File: src/rtl/mario_pkg.sv
// Shared frame codes and mode encoding for the Mario animator and the sprite colour stage.
package mario_pkg;

  // 4-bit frame codes; 14 and 15 are never driven.
  typedef enum logic [3:0] {
    FrStand      = 4'd0,
    FrWalkLeft1  = 4'd1,
    FrWalkLeft2  = 4'd2,
    FrWalkMid    = 4'd3,
    FrWalkRight1 = 4'd4,
    FrWalkRight2 = 4'd5,
    FrFlyLeft    = 4'd6,
    FrFlyRight   = 4'd7,
    FrClamp1     = 4'd8,
    FrClamp2     = 4'd9,
    FrDie1       = 4'd10,
    FrDie2       = 4'd11,
    FrDie3       = 4'd12,
    FrDie4       = 4'd13
  } frame_e;

  typedef enum logic [2:0] {
    ModeStand = 3'd0,
    ModeWalkL = 3'd1,
    ModeWalkR = 3'd2,
    ModeFly   = 3'd3,
    ModeClimb = 3'd4,
    ModeDying = 3'd5,
    ModeDead  = 3'd6
  } mode_e;

  // Walk cycle: X1 -> X2 -> MID -> X1, direction decides where MID returns to.
  function automatic frame_e walk_next(input frame_e f, input logic left);
    case (f)
      FrWalkLeft1:  return FrWalkLeft2;
      FrWalkLeft2:  return FrWalkMid;
      FrWalkRight1: return FrWalkRight2;
      FrWalkRight2: return FrWalkMid;
      default:      return left ? FrWalkLeft1 : FrWalkRight1;
    endcase
  endfunction

endpackage

File: src/rtl/mario_animator_if.sv
// Input controls and frame outputs of the Mario animator, bundled as one interface.
interface mario_animator_if;
  logic       tick;
  logic       move_left;
  logic       move_right;
  logic       airborne;
  logic       on_ladder;
  logic       climb_move;
  logic       die;
  logic [3:0] animate_state;
  logic       dead;
  logic       die_done;

  modport master (
    output tick, move_left, move_right, airborne, on_ladder, climb_move, die,
    input  animate_state, dead, die_done
  );

  modport slave (
    input  tick, move_left, move_right, airborne, on_ladder, climb_move, die,
    output animate_state, dead, die_done
  );
endinterface

File: src/rtl/anim_frame_ctr.sv
// Tick counter that flags the last tick of a frame hold period of div ticks.
module anim_frame_ctr (
  input  logic       clk,
  input  logic       rst,
  input  logic       clr,
  input  logic       en,
  input  logic [3:0] div,
  output logic       tc
);

  logic [3:0] cnt_q, cnt_d;

  assign tc = (cnt_q == div - 4'd1);

  // Next count: clear wins, otherwise wrap at terminal count.
  always_comb begin
    cnt_d = cnt_q;
    if (clr) begin
      cnt_d = '0;
    end else if (en) begin
      cnt_d = tc ? 4'd0 : cnt_q + 4'd1;
    end
  end

  // Count register.
  always_ff @(posedge clk) begin
    if (rst) cnt_q <= '0;
    else     cnt_q <= cnt_d;
  end

endmodule

File: src/rtl/mario_animator.sv
// Mario sprite frame sequencer: walk, fly, climb and death animations.
// Optional macro MARIO_DIE_SPIN_EN: spin DIE1..DIE3 three times before DIE4.
module mario_animator
  import mario_pkg::*;
#(
  parameter int unsigned FRAME_DIV = 4,
  parameter int unsigned DIE_DIV   = 8
) (
  input logic             clk,
  input logic             rst,
  mario_animator_if.slave bus
);

  localparam logic [3:0] FrameDivW = 4'(FRAME_DIV);
  localparam logic [3:0] DieDivW   = 4'(DIE_DIV);

`ifdef MARIO_DIE_SPIN_EN
  localparam logic [1:0] LastSpin = 2'd2;
`else
  localparam logic [1:0] LastSpin = 2'd0;
`endif

  mode_e      mode_q, mode_d, sel_mode;
  frame_e     frame_q, frame_d;
  logic       facing_left_q, facing_left_d;
  logic       die_pending_q, die_pending_d;
  logic       dead_q, dead_d;
  logic       die_done_q, die_done_d;
  logic [1:0] spin_q, spin_d;
  logic       ctr_clr, ctr_en, ctr_tc;
  logic [3:0] ctr_div;
  logic       locked;

  assign locked  = (mode_q == ModeDying) || (mode_q == ModeDead);
  assign ctr_div = (mode_q == ModeDying) ? DieDivW : FrameDivW;

  anim_frame_ctr u_ctr (
    .clk (clk),
    .rst (rst),
    .clr (ctr_clr),
    .en  (ctr_en),
    .div (ctr_div),
    .tc  (ctr_tc)
  );

  // Mode selection by priority; both directions held counts as no direction.
  always_comb begin
    sel_mode = ModeStand;
    if (die_pending_q || bus.die)                     sel_mode = ModeDying;
    else if (bus.on_ladder)                           sel_mode = ModeClimb;
    else if (bus.airborne)                            sel_mode = ModeFly;
    else if (bus.move_left && !bus.move_right)        sel_mode = ModeWalkL;
    else if (bus.move_right && !bus.move_left)        sel_mode = ModeWalkR;
  end

  // Next-state: die latches any cycle, everything else advances on tick only.
  always_comb begin
    mode_d        = mode_q;
    frame_d       = frame_q;
    facing_left_d = facing_left_q;
    die_pending_d = die_pending_q;
    dead_d        = dead_q;
    die_done_d    = 1'b0;
    spin_d        = spin_q;
    ctr_clr       = 1'b0;
    ctr_en        = 1'b0;

    if (bus.die && !locked) die_pending_d = 1'b1;

    if (bus.tick) begin
      if (mode_q == ModeDead) begin
        // Terminal: frame stays DIE4 until reset.
      end else if (mode_q == ModeDying) begin
        ctr_en = 1'b1;
        if (ctr_tc) begin
          unique case (frame_q)
            FrDie1: frame_d = FrDie2;
            FrDie2: frame_d = FrDie3;
            FrDie3: begin
              if (spin_q == LastSpin) begin
                frame_d = FrDie4;
              end else begin
                frame_d = FrDie1;
                spin_d  = spin_q + 2'd1;
              end
            end
            FrDie4: begin
              mode_d     = ModeDead;
              dead_d     = 1'b1;
              die_done_d = 1'b1;
            end
            default: ;
          endcase
        end
      end else if (sel_mode != mode_q) begin
        mode_d  = sel_mode;
        ctr_clr = 1'b1;
        case (sel_mode)
          ModeWalkL: begin
            frame_d       = FrWalkLeft1;
            facing_left_d = 1'b1;
          end
          ModeWalkR: begin
            frame_d       = FrWalkRight1;
            facing_left_d = 1'b0;
          end
          ModeFly:   frame_d = facing_left_q ? FrFlyLeft : FrFlyRight;
          ModeClimb: frame_d = FrClamp1;
          ModeDying: begin
            frame_d       = FrDie1;
            die_pending_d = 1'b0;
            spin_d        = 2'd0;
          end
          default:   frame_d = FrStand;
        endcase
      end else begin
        case (mode_q)
          ModeWalkL, ModeWalkR: begin
            ctr_en = 1'b1;
            if (ctr_tc) frame_d = walk_next(frame_q, mode_q == ModeWalkL);
          end
          ModeClimb: begin
            // Counter and frame freeze while the climb key is released.
            if (bus.climb_move) begin
              ctr_en = 1'b1;
              if (ctr_tc) frame_d = (frame_q == FrClamp1) ? FrClamp2 : FrClamp1;
            end
          end
          default: ;
        endcase
      end
    end
  end

  // State registers with synchronous reset.
  always_ff @(posedge clk) begin
    if (rst) begin
      mode_q        <= ModeStand;
      frame_q       <= FrStand;
      facing_left_q <= 1'b0;
      die_pending_q <= 1'b0;
      dead_q        <= 1'b0;
      die_done_q    <= 1'b0;
      spin_q        <= 2'd0;
    end else begin
      mode_q        <= mode_d;
      frame_q       <= frame_d;
      facing_left_q <= facing_left_d;
      die_pending_q <= die_pending_d;
      dead_q        <= dead_d;
      die_done_q    <= die_done_d;
      spin_q        <= spin_d;
    end
  end

  assign bus.animate_state = frame_q;
  assign bus.dead          = dead_q;
  assign bus.die_done      = die_done_q;

endmodule
File: src/flat_wrapper.sv
// flat-port wrapper written by rule: the top's interface ports become plain ports
module mario_animator_flat import mario_pkg::*;
#(
  parameter int unsigned FRAME_DIV = 4,
  parameter int unsigned DIE_DIV   = 8
)
  (clk, rst, bus_tick, bus_move_left, bus_move_right, bus_airborne, bus_on_ladder, bus_climb_move, bus_die, bus_animate_state, bus_dead, bus_die_done);
  mario_animator_if bus_i ();
  input logic clk;
  input logic rst;
  input wire logic [$bits(bus_i.tick)-1:0] bus_tick;
  input wire logic [$bits(bus_i.move_left)-1:0] bus_move_left;
  input wire logic [$bits(bus_i.move_right)-1:0] bus_move_right;
  input wire logic [$bits(bus_i.airborne)-1:0] bus_airborne;
  input wire logic [$bits(bus_i.on_ladder)-1:0] bus_on_ladder;
  input wire logic [$bits(bus_i.climb_move)-1:0] bus_climb_move;
  input wire logic [$bits(bus_i.die)-1:0] bus_die;
  output wire logic [$bits(bus_i.animate_state)-1:0] bus_animate_state;
  output wire logic [$bits(bus_i.dead)-1:0] bus_dead;
  output wire logic [$bits(bus_i.die_done)-1:0] bus_die_done;
  assign bus_i.tick = bus_tick;
  assign bus_i.move_left = bus_move_left;
  assign bus_i.move_right = bus_move_right;
  assign bus_i.airborne = bus_airborne;
  assign bus_i.on_ladder = bus_on_ladder;
  assign bus_i.climb_move = bus_climb_move;
  assign bus_i.die = bus_die;
  assign bus_animate_state = bus_i.animate_state;
  assign bus_dead = bus_i.dead;
  assign bus_die_done = bus_i.die_done;
  mario_animator #(.FRAME_DIV(FRAME_DIV), .DIE_DIV(DIE_DIV)) u_core (.clk(clk), .rst(rst), .bus(bus_i));
endmodule
File: config.mk
export PLATFORM = sky130hd
export DESIGN_NAME = mario_animator_flat
export DESIGN_NICKNAME = d
export VERILOG_FILES = /design/src/rtl/mario_pkg.sv /design/src/rtl/mario_animator_if.sv /design/src/rtl/anim_frame_ctr.sv /design/src/rtl/mario_animator.sv /design/src/flat_wrapper.sv
export SDC_FILE = /design/constraint.sdc
export NUM_CORES = 1
export LEC_CHECK = 0
export CAP_MARGIN = 20
export CORE_MARGIN = 1
export CORE_UTILIZATION = 32
export CTS_BUF_LIST = sky130_fd_sc_hd__clkbuf_4
export DETAILED_ROUTE_END_ITERATION = 10
export PLACE_DENSITY_LB_ADDON = 0.25
export SLEW_MARGIN = 20
export SYNTH_ARGS = -nofsm -noshare
export SYNTH_HDL_FRONTEND = slang
export SYNTH_HIERARCHICAL = 1
export SYNTH_SLANG_ARGS = --single-unit
File: constraint.sdc
create_clock -name clk -period 3.65 [get_ports clk]
set_clock_uncertainty 0.1 [all_clocks]
set_input_delay 0.365 -clock clk [delete_from_list [all_inputs] [get_ports clk]]
set_output_delay 0.365 -clock clk [all_outputs]
set_load 0.005 [all_outputs]
==> flow_summary.toml, run 1 <==
[run_status]
status = "complete, no violations"

[critical_path]
cp_data_required_time_ps = 3760
r2r_slack_ps = 730
worstSetupStartpointType = "input pin"
r2r_start = "u_core/mode_q[1]$_SDFFE_PP0P_"
critical_path_class = "in2reg"
reg2reg_to = "u_core/bus.animate_state[0]$_SDFFE_PP0P_"
crit_fanout = 4
ff2ff_path_depth = 11
crit_arrival_ps = 3100
critPathCaptureType = "flip-flop"

[final_layout]
nFillCells = 459
fin_area_um2 = 1690
stdcell_count = 252
diodes = 0
syn2layout_area_growth_pct = 19.4
multi_input_area_um2 = 1020
regArea_um2 = 340
drive_above_1_share_pct = 9.90
nets = 215

[die]
initial_core_util_pct = 34.4
die_height_um = 68.5
core_area_um2 = 4120
rows = 23
dieArea_um2 = 4700
fp.dieW_um = 68.5
boundaryPins = 15

[clock_network]
clock-sinks = 17
tritoncts = "done"
clkLatencyLatePin_ps = 290
cts-root-buf = "clkbuf_4"
cts-resized-gates = 0
path_clk_slew_ps = 110
numCtsBuffers = 3
cts_hold_buf = 0
cts_setup_buffers = 0
clockBufferDepth = 2
h-tree-depth = 1

[sta]
hold_ws_ps = 368
maxSlewHeadroom_pct = 58.8
fmax_ghz = 0.333
fin_crit_sh_pct = 82.2
final_max_slew_viol_count = 0
period_minus_slack_ps = 3000
setup_tns_ps = 0
final_hold_viol_count = 0
worst_pin_slew_ps = 615
setup_viol = 0
grt_setup_unrepaired = "no"

[detailed_routing]
routed_wl_mm = 3.69
vias_per_cell = 5.57
antenna_left = 0
drc = 0
wl_per_cell_um = 14.6
vias = 1403
first_pass_iters = 4
drtIter0Drc = 109

[global_routing]
antenna_found_initial = 0
grt.overflow.total = 0
grt_pass1_wl_mm = 5.90
grt_pass1_vias = 1255
track_usage_pct = 17.0
grt_max_degree = 16

[worst_hold_path]
hold_end = "u_core/bus.dead$_SDFFE_PP0P_"
min_path_type = "reg2reg"
holdPathStages = 1
min-delay-start = "u_core/bus.dead$_SDFFE_PP0P_"

[power_and_ir_drop]
p_leak_nw = 0.621
powerDensity_nw_per_um2 = 306
p_clk_share_pct = 21.6
p_seq_share_pct = 41.5
total_power_uw = 518
power.internal_uw = 331
p_comb_share_pct = 36.8
power.switching_uw = 186
vdd_drop_max_uv = 118
power_switching_share_pct = 36.0

[logic_synthesis]
synth-async-reset-ratio_pct = 0
yosys.cell_types.count = 58
synth_cells = 179
synth_edf_count = 0
synth-seq-cells = 17
ys.flop_type = "dfxtp_1"
avgSynthCellArea_um2 = 7.91
ys_seq_area_share_pct = 24.0
synth_warnings = 6
synth_area_um2 = 1420

[place]
io_buffers = 14
gp_congestion = 0.803
dp_hpwl_mm = 2.75
placedCellCount = 248
place_area_um2 = 1660

[flow_run]
max-cap-violations = 0
[cell usage after synthesis, drive strengths merged, types with 3 or more instances]
cell type,count,area (um^2)
a21oi,12,60.1
inv,12,45.0
ha,3,37.5
nor2,20,75.1
a21o,3,22.5
clkbuf,4,15.0
nor3,9,55.1
xor2,4,35.0
o21ai,11,55.1
nand2,12,45.0
nand2b,5,31.3
nand3,5,30.0
o32ai,3,45.1
dfxtp,17,340
nor2b,5,31.3
nor4,3,18.8
a311oi,3,26.3
[per-stage QoR]
stage / util, % / setup slack (ps)
floorplan: - / 1050
global placement: 40.4 / 435
detailed placement: 40.4 / 368
CTS: 41.1 / 682
global route: 41.1 / 460
finish: 41.1 / 651
[power groups by stage]
stage / Sequential, mW / Clock, mW / Combinational, mW
floorplan: 0.211 / 0 / 0.135
global placement: 0.219 / 0 / 0.188
detailed placement: 0.219 / 0 / 0.187
CTS: 0.215 / 0.118 / 0.188
global route: 0.218 / 0.129 / 0.206
finish: 0.215 / 0.112 / 0.191
[critical path: stages]
cell,delay (ps)
clkdlybuf4s50_1,460
or3_4,440
nor4b_4,380
o32ai_4,140
or2b_1,170
a21oi_1,60
o32ai_1,500
nand4_1,230
xor2_1,190
nor4_1,160
[cells by family (layout without fill, tap and decap cells)]
family	Yosys count	after routing	share of synthesized area, %
xor+xnor	7	7	5.30
flops	17	17	24.0
compound gates	56	56	31.2
simple gates	74	74	29.4
other cells	1	5	0.265
mux	3	3	2.21
buf+inv	18	37	4.95
fa+ha+maj	3	3	2.65
[how the worst max path moves through the flow]
stage | startpoint | to | slack (ps) | cells after the start
after floorplan | bus_on_ladder | u_core/u_ctr/cnt_q[0]$_SDFFE_PP0P_ | 1050 | 10
after detailed placement | bus_on_ladder | u_core/u_ctr/cnt_q[0]$_SDFFE_PP0P_ | 370 | 11
after global routing | u_core/mode_q[1]$_SDFFE_PP0P_ | u_core/bus.animate_state[0]$_SDFFE_PP0P_ | 460 | 10
after global placement | bus_on_ladder | u_core/u_ctr/cnt_q[1]$_SDFFE_PP0P_ | 440 | 10
after CTS | bus_on_ladder | u_core/u_ctr/cnt_q[0]$_SDFFE_PP0P_ | 680 | 11
final | bus_on_ladder | u_core/u_ctr/cnt_q[3]$_SDFFE_PP0P_ | 650 | 10
[flip-flops by register name, indices dropped and copies added (netlist names)]
register and flops:
u_core/die_pending_q 1, u_core/spin_q 2, u_core/u_ctr/cnt_q 4, u_core/facing_left_q 1
u_core/bus.animate_state 4, u_core/mode_q 3, u_core/bus.dead 1, u_core/bus.die_done 1
[routing by layer]
metal | global-route usage [%] | share of wire (%) | vias to the layer above
met3 | 2.47 | 3.8 | 2
met2 | 28.3 | 47 | 35
li1 | - | - | 710
met5 | 0 | 0 | -
met4 | 6.77 | 0.70 | 0
met1 | 21.9 | 49 | 656
[final cells by class]
type	instances	share of cell area [%]
Multi-Input combinational cell	148	60.4
Sequential cell	17	20.1
Timing Repair Buffer	21	11.4
Tap cell	50	3.70
Inverter	12	2.66
Clock buffer	4	1.78
[cells in the final DEF (no fill, tap or decap), drive strengths merged, types with 3 or more instances in the layout]
cell type	n
a21o	3
a21oi	12
a311oi	3
buf	7
clkbuf	4
clkdlybuf4s50	14
conb	5
dfxtp	17
ha	3
inv	12
nand2	12
nand2b	5
nand3	5
nor2	20
nor2b	5
nor3	9
nor4	3
o21ai	11
o32ai	3
xor2	4
(Power assumes the default switching activity.)
==> run 2, diff against run 1 <==
clock period = 3.09 ns   (was 3.65 ns; I/O delays follow)
==> run 2 against run 1 <==
Clock power rose by 13%. Design area rose by 1.6%. Largest power group unchanged. Critical path type is now reg2reg. Critical path depth rose by 1. Sequential power rose by 16%. Wire length fell by 8.6%. Worst hold slack improved by 1.5 ps. Core utilization rose by 0.67 points. Global-route usage fell by 0.92 points.
==> flow_summary.toml, run 2 (synthesis results as in run 1) <==
[die]
dieArea_um2 = 4700
boundaryPins = 15
core_area_um2 = 4120
initial_core_util_pct = 34.4
die_height_um = 68.5
fp.dieW_um = 68.5
rows = 23

[flow_run]
max-cap-violations = 0

[sta]
setup_tns_ps = 0
period_minus_slack_ps = 2750
setup_viol = 0
final_max_slew_viol_count = 0
fmax_ghz = 0.364
worst_pin_slew_ps = 496
fin_crit_sh_pct = 88.9
final_hold_viol_count = 0
maxSlewHeadroom_pct = 66.7
post-route-worst-setup-slack_ps = 342
grt_setup_unrepaired = "no"

[clock_network]
cts-resized-gates = 0
cts_setup_buffers = 0
numCtsBuffers = 3
cts_hold_buf = 0
cts-root-buf = "clkbuf_4"
path_clk_slew_ps = 110
h-tree-depth = 1
clock-sinks = 17
tritoncts = "done"
clockBufferDepth = 2
clkLatencyLatePin_ps = 300

[critical_path]
critPathCaptureType = "flip-flop"
r2r_start = "u_core/mode_q[2]$_SDFFE_PP0P_"
ff2ff_path_depth = 11
reg2reg_to = "u_core/bus.animate_state[0]$_SDFFE_PP0P_"
critical_path_class = "reg2reg"
r2r_slack_ps = 340
cp_data_required_time_ps = 3240
crit_arrival_ps = 2900
crit_fanout = 8
worstSetupStartpointType = "flip-flop"

[place]
pre_cts_ws_ps = 147
io_buffers = 14
gp_congestion = 0.865
dp_hpwl_mm = 2.60

[detailed_routing]
first_pass_iters = 4
drc = 0
routed_wl_mm = 3.37
antenna_left = 0
drtIter0Drc = 96
wl_per_cell_um = 13.2
vias = 1371
vias_per_cell = 5.36

[worst_hold_path]
min-delay-start = "u_core/bus.dead$_SDFFE_PP0P_"
min_path_type = "reg2reg"
hold_end = "u_core/bus.dead$_SDFFE_PP0P_"
holdPathStages = 1

[final_layout]
drive_above_1_share_pct = 11.7
final_cell_mix = "20 x nor2_1, 17 x dfxtp_1, 14 x clkdlybuf4s50_1"
nets = 219
layout_commonest_cell = "nor2_1"
diodes = 0
syn2layout_area_growth_pct = 21.4

[power_and_ir_drop]
powerDensity_nw_per_um2 = 353
p_leak_nw = 0.640
total_power_uw = 607
vdd_drop_max_uv = 133

[global_routing]
grt_max_degree = 16
grt_pass1_vias = 1269
antenna_found_initial = 0
track_usage_pct = 16.1
grt_pass1_wl_mm = 5.68
grt.overflow.total = 0

[run_status]
status = "complete, no violations"
run 2: power breakdown:
part	leakage (nW)	switching [mW]	internal, mW
Sequential	0.139	0.0180	0.232
Combinational	0.484	0.125	0.105
Clock	0.0177	0.0787	0.0482
run 2: critical path, stage by stage, from the launching register on:
cell	delay [ps]
dfxtp_1	350
nor2b_1	280
nand2_1	170
inv_1	120
xnor2_1	140
xnor2_1	160
nor2_1	250
nand2_1	140
o21ai_0	330
o311ai_4	220
a311oi_1	300
a32o_1	150
run 2: per-layer routing:
layer  share of wire, %  up-vias  track usage, %  routed length [um]
li1                   -      720               -                   -
met5                  0        -               0                   0
met1                 49      620            20.2                1670
met2                 46       29            28.1                1570
met4               0.47        0            3.13                  16
met3                3.7        2            3.45                 124
run 2: cell type report:
class	instances	area (um^2)
clock inverters	1	5.00
repair buffers	25	223
multi-input cells	148	1020
fillers	433	2400
well taps	50	62.6
inverters	12	45.0
flip-flops and latches	17	340
clock buffers	3	22.5
run 2: worst max-delay path by stage:
stage	startpoint	end	slack, ps	depth (start not counted)
floorplan	u_core/mode_q[1]$_SDFFE_PP0P_	u_core/bus.animate_state[1]$_SDFFE_PP0P_	540	11
global placement	bus_on_ladder	u_core/u_ctr/cnt_q[3]$_SDFFE_PP0P_	160	11
detailed placement	bus_on_ladder	u_core/u_ctr/cnt_q[3]$_SDFFE_PP0P_	150	11
CTS	u_core/mode_q[2]$_SDFFE_PP0P_	u_core/bus.animate_state[0]$_SDFFE_PP0P_	350	11
global route	u_core/mode_q[2]$_SDFFE_PP0P_	u_core/bus.animate_state[0]$_SDFFE_PP0P_	60	11
finish	u_core/mode_q[2]$_SDFFE_PP0P_	u_core/bus.animate_state[0]$_SDFFE_PP0P_	340	11
run 2: per-stage QoR:
step | std cells | hold WS (ps) | instance area (um^2) | util [%]
after floorplan | 183 | 282 | 1430 | -
after global placement | 252 | 340 | 1690 | 41.1
after detailed placement | 252 | 347 | 1690 | 41.1
after CTS | 256 | 374 | 1720 | 41.8
after global routing | 256 | 399 | 1720 | 41.8
final | 256 | 369 | 1720 | 41.8
